--- src/rtl/fifo_wr_arbiter.sv ---
// Round-robin arbiter sharing one FIFO write port among N valid/ready requesters.
// Optional packet lock keeps the owner until it writes a beat marked last.
module fifo_wr_arbiter #(
  parameter int    N     = 4,
  parameter int    WIDTH = 8,
  parameter string LOCK  = "none"
) (
  input  logic                  clk,
  input  logic                  rstn,
  input  logic [N-1:0]          req_valid,
  input  logic [N*WIDTH-1:0]    req_data,
  input  logic [N-1:0]          req_last,
  output logic [N-1:0]          req_ready,
  output logic [WIDTH-1:0]      fifo_din,
  output logic                  fifo_w,
  input  logic                  fifo_full,
  output logic [$clog2(N)-1:0]  grant_id,
  output logic                  busy
);

  localparam int IW     = $clog2(N);
  localparam bit PACKET = (LOCK == "packet");

  // Handshake: a beat moves on every clock edge where req_valid and req_ready of
  // the owner are both high, which is exactly when fifo_w is high. A requester
  // holds valid and data stable until its beat is accepted.

  typedef enum logic {IDLE, GRANT} state_t;

  state_t          state_q, state_d;
  logic [IW-1:0]   ptr_q, ptr_d;
  logic [IW-1:0]   grant_d;
  logic [IW-1:0]   grant_inc;
  logic [IW-1:0]   sel_idx;
  logic            sel_found;
  logic [IW:0]     scan_sum;
  logic [IW-1:0]   scan_idx;
  logic [WIDTH-1:0] data_arr [N];

  always_comb begin
    for (int i = 0; i < N; i++) begin
      data_arr[i] = req_data[i*WIDTH +: WIDTH];
    end
  end

  // First valid requester at or after ptr; the wrap is modulo N, not 2^IW.
  always_comb begin
    sel_found = 1'b0;
    sel_idx   = '0;
    scan_sum  = '0;
    scan_idx  = '0;
    for (int k = 0; k < N; k++) begin
      scan_sum = {1'b0, ptr_q} + (IW+1)'(k);
      if (scan_sum >= (IW+1)'(N)) begin
        scan_sum = scan_sum - (IW+1)'(N);
      end
      scan_idx = scan_sum[IW-1:0];
      if (!sel_found && req_valid[scan_idx]) begin
        sel_found = 1'b1;
        sel_idx   = scan_idx;
      end
    end
  end

  assign grant_inc = (grant_id == IW'(N-1)) ? '0 : grant_id + IW'(1);
  assign busy      = (state_q == GRANT);

  always_comb begin
    state_d   = state_q;
    ptr_d     = ptr_q;
    grant_d   = grant_id;
    req_ready = '0;
    fifo_w    = 1'b0;
    fifo_din  = '0;
    case (state_q)
      IDLE: begin
        if (sel_found) begin
          grant_d = sel_idx;
          state_d = GRANT;
        end
      end
      GRANT: begin
        req_ready[grant_id] = ~fifo_full;
        fifo_w              = req_valid[grant_id] & ~fifo_full;
        fifo_din            = data_arr[grant_id];
        if (fifo_w && (!PACKET || req_last[grant_id])) begin
          state_d = IDLE;
          ptr_d   = grant_inc;
        end
      end
      default: state_d = IDLE;
    endcase
  end

  always_ff @(posedge clk or negedge rstn) begin
    if (!rstn) begin
      state_q  <= IDLE;
      ptr_q    <= '0;
      grant_id <= '0;
    end else begin
      state_q  <= state_d;
      ptr_q    <= ptr_d;
      grant_id <= grant_d;
    end
  end

endmodule

--- config.mk ---
export PLATFORM = sky130hd
export DESIGN_NAME = fifo_wr_arbiter
export DESIGN_NICKNAME = d
export VERILOG_FILES = /design/src/rtl/fifo_wr_arbiter.sv
export SDC_FILE = /design/constraint.sdc
export NUM_CORES = 1
export LEC_CHECK = 0
export BUFFER_PORTS_ARGS = -buffer_cell sky130_fd_sc_hd__buf_4
export CAP_MARGIN = 10
export CORE_ASPECT_RATIO = 1.4
export CORE_MARGIN = 2
export CORE_UTILIZATION = 37
export CTS_CLUSTER_SIZE = 14
export DETAILED_ROUTE_END_ITERATION = 6
export PLACE_DENSITY = 0.78
export SYNTH_ARGS = -nofsm -noshare
export SYNTH_HDL_FRONTEND = slang
export SYNTH_SLANG_ARGS = --single-unit
--- constraint.sdc ---
create_clock -name clk -period 2.3 [get_ports clk]
set_clock_uncertainty 0.2 [all_clocks]
set_input_delay 0.46 -clock clk [delete_from_list [all_inputs] [get_ports clk]]
set_output_delay 0.46 -clock clk [all_outputs]
set_load 0.01 [all_outputs]
==> results.yml, run 1 <==
worst_setup_path:
  required_ns: 1.64
  rr_worst_depth: 4
  critPathArrivalTime_ns: 1.58
  cp_slowest_stage_delay_ns: 0.50
  critPathKind: "reg -> out"
  endpoint: "fifo_din[5]"
  crit_slowest_cell: "mux4_2"
  rrSetupSlack_ns: 0.73
  worstReg2RegEnd: "ptr_q[1]$_DFFE_PN0P_"
  crit_cells: 4
  critPathLaunch: "grant_id[0]$_DFFE_PN0P_"
  cp_max_fo: 4
  path_delay_family: "multiplexers"
  cp-start-kind: "flip-flop"
  reg2reg_from: "grant_id[0]$_DFFE_PN0P_"
  path_cells: "buf_6 > mux4_2 > and2_4 > buf_4"
  cp.buffers_inverters: 2
  cp-end-kind: "primary output"
routing:
  wl_per_cell_um: 13.9
  ant_nets: 0
  routed_wl_um: 1990
  drc: 0
  routed-via-count: 748
  viasPerCell: 5.23
  initialDrtViolationCount: 2
  drtPass1Iterations: 3
power_and_ir_drop:
  swShare: 0.377
  power_frac_comb: 0.719
  p_clk_frac: 0.087
  design_power_total_uw: 1150
  leakage_uw: 0.000559
  ir_drop_v: 0.000440
  p_int_uw: 715
  power_density_nw_per_um2: 989
  p_seq_frac: 0.194
  p_switching_uw: 433
global_routing:
  grt_usage: 0.195
  grt.overflow.total: 0
  grt_max_degree: 15
  antenna_found_initial: 0
  grt_pass1_wl_um: 2900
  grt_pass1_vias: 681
synthesis:
  syn_area_um2: 674
  yosys_warnings: 0
  ys_ff_latch: 5
  synth_cell_types: 29
  synthCells: 64
  synth.net_count: 111
  synth_area_per_cell_um2: 10.5
  seq_area_frac_synth: 0.186
placement:
  placed_cells: 138
  numPortBuffers: 54
  placed_area_um2: 1100
  gp_congestion: 0.784
  dpl.hpwl_um: 1670
clocking:
  cts_max_level: 1
  clk-insertion-delay-late_ns: 0.23
  cts_tree: "yes"
  cts.sinks: 5
  cts_buffer_depth: 2
  cts_buffers: 3
  root_buffer: "clkbuf_4"
  clk_pin_slew_ns: 0.04
timing:
  hold_viol: 0
  worstMarginPinSlew_ns: 0.333
  fin_crit_sh: 0.975
  min_period_ns: 2.24
  slew_headroom: 0.777
  setup_violations: 0
  tns_ns: 0
  max_freq_mhz: 446
  slew_violations: 0
floorplanning:
  core_um2: 1730
  fp-row-count: 18
  dieArea_um2: 2180
  die_h_um: 54.5
  io_pins: 59
  die_w_um: 40.1
  initial_utilization: 0.389
cells_and_area:
  fill_cells: 142
  nNetsFinal: 171
  layout_common_cells: "buf_4 (54), and2_1 (9), mux4_2 (8)"
  area_growth_pct: 72.0
  final_cells: 143
  layout-drive-gt1-share: 0.634
  antennaDiodeCount: 0
  final_common_cell: "buf_4"
  fin_area_um2: 1160
  utilization: 0.669
hold_path:
  hold_path.class: "in -> async"
job:
  drv_cap: 0
status:
  status: "finished clean"
-- repair_timing --
item / in CTS / in global routing
hold endpoints to repair: 5 / 0
hold buffers: 1 / 0
buffers inserted: 0 / 0
gates resized for setup: 4 / 4
setup endpoints to repair: 4 / 3
-- Yosys cell counts --
cell,instances,share of area
a21oi_1,2,0.015
nand2_1,3,0.017
inv_2,1,0.0056
nand3_1,1,0.0074
mux4_2,8,0.27
or4_4,1,0.017
and2_1,12,0.11
ha_1,4,0.074
mux4_1,1,0.039
o32ai_1,1,0.013
o31ai_1,1,0.011
nand2b_2,1,0.013
nor2b_1,2,0.019
inv_1,3,0.017
mux2i_1,1,0.015
dfrtp_1,5,0.19
o21a_1,1,0.011
o2bb2ai_1,1,0.013
o21ai_0,1,0.0074
clkbuf_8,1,0.020
o221ai_1,1,0.013
nor2_1,3,0.017
a22o_1,1,0.013
nand3b_1,2,0.022
nor3_1,1,0.0074
o21ai_1,1,0.0074
buf_4,1,0.011
and2b_2,2,0.026
clkbuf_1,1,0.0056
-- layout make-up --
cell class,instances,area (um2),share of cell area
Tap cell,20,25.0,0.0216
Sequential cell,5,128,0.110
Inverter,4,15.0,0.0129
Multi-Input combinational cell,52,517,0.446
Clock buffer,4,26.3,0.0227
Timing Repair Buffer,58,449,0.387
-- power groups by stage --
| stage | Combinational [uW] | Sequential [uW] | Clock, uW |
|---|---|---|---|
| final | 825 | 223 | 99.7 |
| after floorplan | 494 | 183 | 0 |
| after global placement | 765 | 215 | 0 |
| after CTS | 799 | 221 | 104 |
| after detailed placement | 788 | 213 | 0 |
| after global routing | 904 | 236 | 113 |
-- sequential cells by signal, summed over array words and instances (netlist names) --
signal and count:
busy 1, grant_id 2, ptr_q 2
-- kinds of logic after synthesis --
group                    after synthesis  share of synthesized area
adder cells (fa/ha/maj)                4                     0.0742
multiplexers                          10                      0.321
buffers and inverters                  7                     0.0594
flip-flops                             5                      0.186
AO/OA/AOI/OAI                         10                      0.104
AND/OR/NAND/NOR                       28                      0.256
-- stage by stage --
stage          worst slack [ns]  hold slack (ns)
2_1_floorplan             0.244          -0.0356
3_3_place_gp              0.205           0.0618
3_5_place_dp              0.200           0.0653
4_1_cts                  0.0255            0.351
5_1_grt                -0.00881            0.346
6_report                 0.0580            0.352
-- metal layers --
layer / up-vias / track usage / wire, um
met5: - / 0 / 0
met4: 0 / 0.0977 / 33
met3: 2 / 0.0528 / 242
met2: 38 / 0.339 / 1090
met1: 345 / 0.208 / 622
li1: 363 / - / -
-- worst min-delay path by stage --
stage | start | endpoint | slack [ns] | cells past startpoint
detailed placement | rstn | ptr_q[0]$_DFFE_PN0P_ | 0.07 | 1
finish | rstn | ptr_q[0]$_DFFE_PN0P_ | 0.35 | 2
global placement | rstn | ptr_q[0]$_DFFE_PN0P_ | 0.06 | 1
global route | rstn | ptr_q[0]$_DFFE_PN0P_ | 0.35 | 2
floorplan | rstn | busy$_DFF_PN0_ | -0.04 | 0
CTS | rstn | ptr_q[1]$_DFFE_PN0P_ | 0.35 | 2
No activity file was read; power rests on OpenSTA's default activity.
==> inputs of run 2 (changes only) <==
--- a/config.mk
+++ b/config.mk
@@ -5,14 +5,15 @@
 export SDC_FILE = /design/constraint.sdc
 export NUM_CORES = 1
 export LEC_CHECK = 0
+export ABC_AREA = 1
 export BUFFER_PORTS_ARGS = -buffer_cell sky130_fd_sc_hd__buf_4
 export CAP_MARGIN = 10
 export CORE_ASPECT_RATIO = 1.4
 export CORE_MARGIN = 2
-export CORE_UTILIZATION = 37
+export CORE_UTILIZATION = 43
 export CTS_CLUSTER_SIZE = 14
 export DETAILED_ROUTE_END_ITERATION = 6
-export PLACE_DENSITY = 0.78
+export PLACE_DENSITY = 0.8
 export SYNTH_ARGS = -nofsm -noshare
 export SYNTH_HDL_FRONTEND = slang
 export SYNTH_SLANG_ARGS = --single-unit
==> run 2 against run 1 <==
- global-route usage up 3.7 points
- synthesized cell count grew to 2.7 times the previous value
- first-iteration DRC count increased to 22 times the previous value
- via count up 70%
- largest cell class unchanged
- sequential cell count unchanged
- final area is 21% higher
- non-clock buffer count increased by 3
- register-to-register slack worse by 0.31 ns
- critical path depth rose by 1
- combinational power rose by 77%
- total power is 55% higher
- wire length increased by 45%
==> results.yml, run 2 <==
status:
  status: "finished clean"
synthesis:
  synth_cell_types: 23
  seq_area_frac_synth: 0.134
  ys.flop_type: "dfrtp_1"
  yosysMostFrequentCell: "nand2_1"
  synth-edff-count: 0
  syn_area_um2: 933
  synth_area_leader_cell: "nand2_1"
  synthSimpleGateAreaFrac: 0.489
  ys_ff_latch: 5
  synth.net_count: 219
  synth_area_per_cell_um2: 5.43
  synth_top_family_by_area: "simple AND/OR/NAND/NOR gates"
  synthMuxAreaShare: 0
  synthAdderAreaFrac: 0.0536
  synth_common_cells: "nand2_1 (39), nor2_1 (38), o21ai_0 (20)"
  synth_area_leaders: "nand2_1 (16%), nor2_1 (15%), dfrtp_1 (13%)"
  synth_xor_area_frac: 0
  ys_async_sr_fraction: 1.00
  yosys_warnings: 0
  synth-compound-area-share: 0.206
  synthCells: 172
  synth_top_area_share: 0.157
timing:
  worst_slack_ns: 0.0897
  tns_ns: 0
  slew_violations: 0
  max_freq_mhz: 452
  setup_violations: 0
  worstMarginPinSlew_ns: 0.405
  hold_viol: 0
  min_period_ns: 2.21
  fin_crit_sh: 0.961
  slew_headroom: 0.730
routing:
  wl_per_cell_um: 11.5
  routed_wl_um: 2890
  viasPerCell: 5.04
  initialDrtViolationCount: 43
  routed-via-count: 1269
  drc: 0
  ant_nets: 0
  drtPass1Iterations: 4
power_and_ir_drop:
  ir_drop_v: 0.000660
  power_density_nw_per_um2: 1260
  leakage_uw: 0.000771
clocking:
  cts_buffers: 3
  clk-insertion-delay-late_ns: 0.24
  root_buffer: "clkbuf_4"
  cts_resized: 0
  cts_max_level: 1
  cts.sinks: 5
  cts_buffer_depth: 2
  cts_tree: "yes"
  clk_pin_slew_ns: 0.05
global_routing:
  grt_usage: 0.232
  grt_max_degree: 18
  grt_pass1_vias: 1089
  antenna_found_initial: 0
  grt.overflow.total: 0
  grt_pass1_wl_um: 4610
worst_setup_path:
  rrSetupSlack_ns: 0.42
  critPathKind: "reg -> out"
  required_ns: 1.64
  rr_worst_depth: 10
  critPathArrivalTime_ns: 1.55
  cp-start-kind: "flip-flop"
  worstReg2RegEnd: "grant_id[0]$_DFFE_PN0P_"
  reg2reg_from: "ptr_q[0]$_DFFE_PN0P_"
  cp-end-kind: "primary output"
  critPathLaunch: "grant_id[0]$_DFFE_PN0P_"
  cp_max_fo: 8
  endpoint: "fifo_w"
placement:
  placed_area_um2: 1340
  dpl.hpwl_um: 2320
  numPortBuffers: 54
  gp_congestion: 0.804
  dp_slack_ns: 0.311
  placed_cells: 244
cells_and_area:
  final_cells: 252
  area_growth_pct: 50.3
  final_common_cell: "buf_4"
  antennaDiodeCount: 0
  fin_area_um2: 1400
  layout_common_cells: "buf_4 (60), nand2_1 (39), nor2_1 (38)"
  nNetsFinal: 278
  layout-drive-gt1-share: 0.361
hold_path:
  hold_path.class: "in -> async"
floorplanning:
  die_h_um: 59.1
  die_w_um: 43.4
  io_pins: 59
  initial_utilization: 0.444
  dieArea_um2: 2560
  fp-row-count: 20
  core_um2: 2100
job:
  drv_cap: 0
[run 2: changes by cell type after synthesis, sizes merged, moves of 4 or more]
cell,change
mux4,-9
nand2,+48
inv,+12
and2,-12
a21oi,+10
nor2,+36
buf,+4
o21ai,+21
nand3,+9
[run 2: worst max-delay path: stages, from the launching register on]
cell	delay, ns
dfrtp_1	0.43
inv_1	0.18
a21oi_1	0.16
o21ai_0	0.13
a21oi_2	0.26
buf_4	0.16
[run 2: worst min path at each step]
stage | slack [ns] | depth (start not counted) | startpoint | endpoint
floorplan | -0.04 | 0 | rstn | busy$_DFF_PN0_
finish | 0.35 | 2 | rstn | ptr_q[0]$_DFFE_PN0P_
detailed placement | 0.07 | 1 | rstn | ptr_q[0]$_DFFE_PN0P_
global route | 0.35 | 2 | rstn | ptr_q[0]$_DFFE_PN0P_
CTS | 0.34 | 2 | rstn | ptr_q[0]$_DFFE_PN0P_
global placement | 0.06 | 1 | rstn | ptr_q[0]$_DFFE_PN0P_
[run 2: final cells by class]
class | count | area [um2]
timing repair buffer | 61 | 460
fill | 200 | 699
inverter | 17 | 63.8
clock buffer | 4 | 26.3
tap | 22 | 27.5
sequential | 5 | 125
multi-input combinational | 143 | 699
[run 2: per-stage QoR]
stage | util | power [uW] | hold WS, ns
after global placement | 0.639 | 1600 | 0.0619
after CTS | 0.657 | 1750 | 0.344
final | 0.667 | 1770 | 0.353
after detailed placement | 0.639 | 1640 | 0.0662
after global routing | 0.667 | 1970 | 0.353
after floorplan | - | 1200 | -0.0356
[run 2: kinds of logic after synthesis]
family	count (synthesis)
AOI/OAI and AO/OA	37
adders and majority gates	4
buffers and inverters	24
DFF	5
and+or+nand+nor	102
[run 2: per-layer routing]
| layer | part of all wire | vias up | GRT usage |
|---|---|---|---|
| met4 | 0.018 | 0 | 0.0823 |
| li1 | - | 662 | - |
| met2 | 0.55 | 31 | 0.431 |
| met5 | 0 | - | 0 |
| met3 | 0.042 | 4 | 0.0335 |
| met1 | 0.39 | 572 | 0.265 |
[run 2: where the power goes]
group          total [uW]  internal, uW  leakage, uW  switching, uW
logic                1460           608     0.000697            853
clock network        99.7          65.4    0.0000150           34.2
registers             212           131    0.0000598           81.6
total                1770           804     0.000771            969
[run 2: what timing repair did]
action / CTS / global route
setup buffers: 0 / 3
hold endpoints to repair: 5 / 0
hold buffers: 1 / 0
setup endpoints to repair: 0 / 1
==> inputs of run 3 (changes only) <==
--- a/config.mk
+++ b/config.mk
@@ -10,10 +10,10 @@
 export CAP_MARGIN = 10
 export CORE_ASPECT_RATIO = 1.4
 export CORE_MARGIN = 2
-export CORE_UTILIZATION = 43
+export CORE_UTILIZATION = 40
 export CTS_CLUSTER_SIZE = 14
 export DETAILED_ROUTE_END_ITERATION = 6
-export PLACE_DENSITY = 0.8
+export PLACE_DENSITY = 0.75
 export SYNTH_ARGS = -nofsm -noshare
 export SYNTH_HDL_FRONTEND = slang
 export SYNTH_SLANG_ARGS = --single-unit
==> run 3 against run 2 <==
- sequential cell count unchanged
- die area increased by 6.9%
- combinational power increased by 3%
- worst setup slack improved by 0.061 ns
- global-route usage up 0.52 points
- final area increased by 1.1%
- count of clock-buffer cells in the layout unchanged
- sequential power about the same
- total power is 3.4% higher
- register-to-register slack got worse by 0.03 ns
- critical path depth did not move
- critical path type unchanged
==> results.yml, run 3 (synthesis gave the netlist of run 2 again) <==
status:
  status: "finished clean"
worst_setup_path:
  cp-start-kind: "flip-flop"
  critPathArrivalTime_ns: 1.49
  critPathKind: "reg -> out"
  cp_slowest_stage_delay_ns: 0.43
  crit_slowest_cell: "dfrtp_1"
  path_cells: "inv_1 > a21oi_1 > o21ai_0 > a21oi_2 > buf_4"
  required_ns: 1.64
  critPathLaunch: "grant_id[0]$_DFFE_PN0P_"
  rr_worst_depth: 11
  rrSetupSlack_ns: 0.39
  cp-end-kind: "primary output"
  reg2reg_from: "ptr_q[0]$_DFFE_PN0P_"
  cp_max_fo: 6
power_and_ir_drop:
  p_clk_frac: 0.058
  swShare: 0.551
  p_seq_frac: 0.116
  power_density_nw_per_um2: 1290
  ir_drop_v: 0.000986
  p_int_uw: 823
  p_switching_uw: 1010
  leakage_uw: 0.000781
  power_frac_comb: 0.825
hold_path:
  hold_path.class: "in -> async"
floorplanning:
  fp-row-count: 20
  dieArea_um2: 2740
  initial_utilization: 0.424
  die_h_um: 61.2
  io_pins: 59
  die_w_um: 44.8
  core_um2: 2200
clocking:
  cts_tree: "yes"
  clk_pin_slew_ns: 0.05
  clk-insertion-delay-late_ns: 0.25
  cts_resized: 0
  cts_max_level: 1
  cts_buffer_depth: 2
  root_buffer: "clkbuf_4"
  cts.sinks: 5
  cts_buffers: 3
timing:
  slew_violations: 0
  worst_slack_ns: 0.151
  setup_violations: 0
  whs_ns: 0.342
  min_period_ns: 2.15
  max_freq_mhz: 465
  hold_viol: 0
  tns_ns: 0
  worstMarginPinSlew_ns: 0.414
  fin_crit_sh: 0.934
  rsz0062_at_grt: "false"
  slew_headroom: 0.724
routing:
  ant_nets: 0
  viasPerCell: 5.15
  routed_wl_um: 3180
  wl_per_cell_um: 12.5
  routed-via-count: 1309
  drtPass1Iterations: 5
  drc: 0
  initialDrtViolationCount: 44
cells_and_area:
  final_common_cell: "buf_4"
  layout-drive-gt1-share: 0.366
  final_cells: 254
  layout_common_cells: "buf_4 (62), nand2_1 (39), nor2_1 (38)"
  antennaDiodeCount: 0
  area_growth_pct: 51.9
  nNetsFinal: 280
  fill_cells: 220
global_routing:
  grt_usage: 0.237
  grt_max_degree: 13
  grt_pass1_wl_um: 4870
  grt_pass1_vias: 1208
  antenna_found_initial: 0
  grt.overflow.total: 0
job:
  drv_cap: 0
placement:
  placed_cells: 246
  dp_slack_ns: 0.358
  dpl.hpwl_um: 2410
  numPortBuffers: 54
  gp_congestion: 0.824
run 3: what timing repair did:
item,4_1_cts,5_1_grt
hold buffers,1,0
endpoints found under the hold margin,5,0
setup endpoints to repair,0,1
buffers inserted,0,3
run 3: critical path: cells and delay by family, from the launching register on:
kind	cells	cell delay, ns
compound gates	3	0.49
flops	1	0.43
buf+inv	2	0.30
run 3: power by group through the flow:
stage / combinational (uW) / sequential, uW / clock (uW)
after floorplan: 1010 / 189 / 0
after global placement: 1420 / 209 / 0
after detailed placement: 1470 / 211 / 0
after CTS: 1470 / 210 / 109
after global routing: 1690 / 222 / 120
final: 1510 / 213 / 107
run 3: final timing paths:
kind / to
min in group clk: ptr_q[0]$_DFFE_PN0P_
max in group asynchronous: ptr_q[1]$_DFFE_PN0P_
hold reg to reg: busy$_DFF_PN0_
setup reg to reg: grant_id[0]$_DFFE_PN0P_
hold / removal: busy$_DFF_PN0_
setup / recovery: fifo_w
run 3: layer usage:
layer / track usage / up-vias / wire, um
met3: 0.0176 / 6 / 150
li1: - / 665 / -
met1: 0.254 / 596 / 1210
met4: 0.160 / 0 / 64
met2: 0.437 / 42 / 1760
met5: 0 / - / 0
run 3: per-stage QoR:
| step | utilization | area, um2 | total power (uW) |
|---|---|---|---|
| floorplan | - | 933 | 1200 |
| global placement | 0.617 | 1360 | 1630 |
| detailed placement | 0.617 | 1360 | 1680 |
| CTS | 0.634 | 1400 | 1790 |
| global route | 0.644 | 1420 | 2030 |
| finish | 0.644 | 1420 | 1830 |
run 3: cell type report:
| class | count | area [um2] | share of cell area |
|---|---|---|---|
| multi-input combinational | 143 | 699 | 0.493 |
| clock buffer | 4 | 26.3 | 0.0185 |
| timing repair buffer | 63 | 475 | 0.335 |
| sequential | 5 | 125 | 0.0883 |
| tap | 22 | 27.5 | 0.0194 |
| inverter | 17 | 63.8 | 0.0450 |
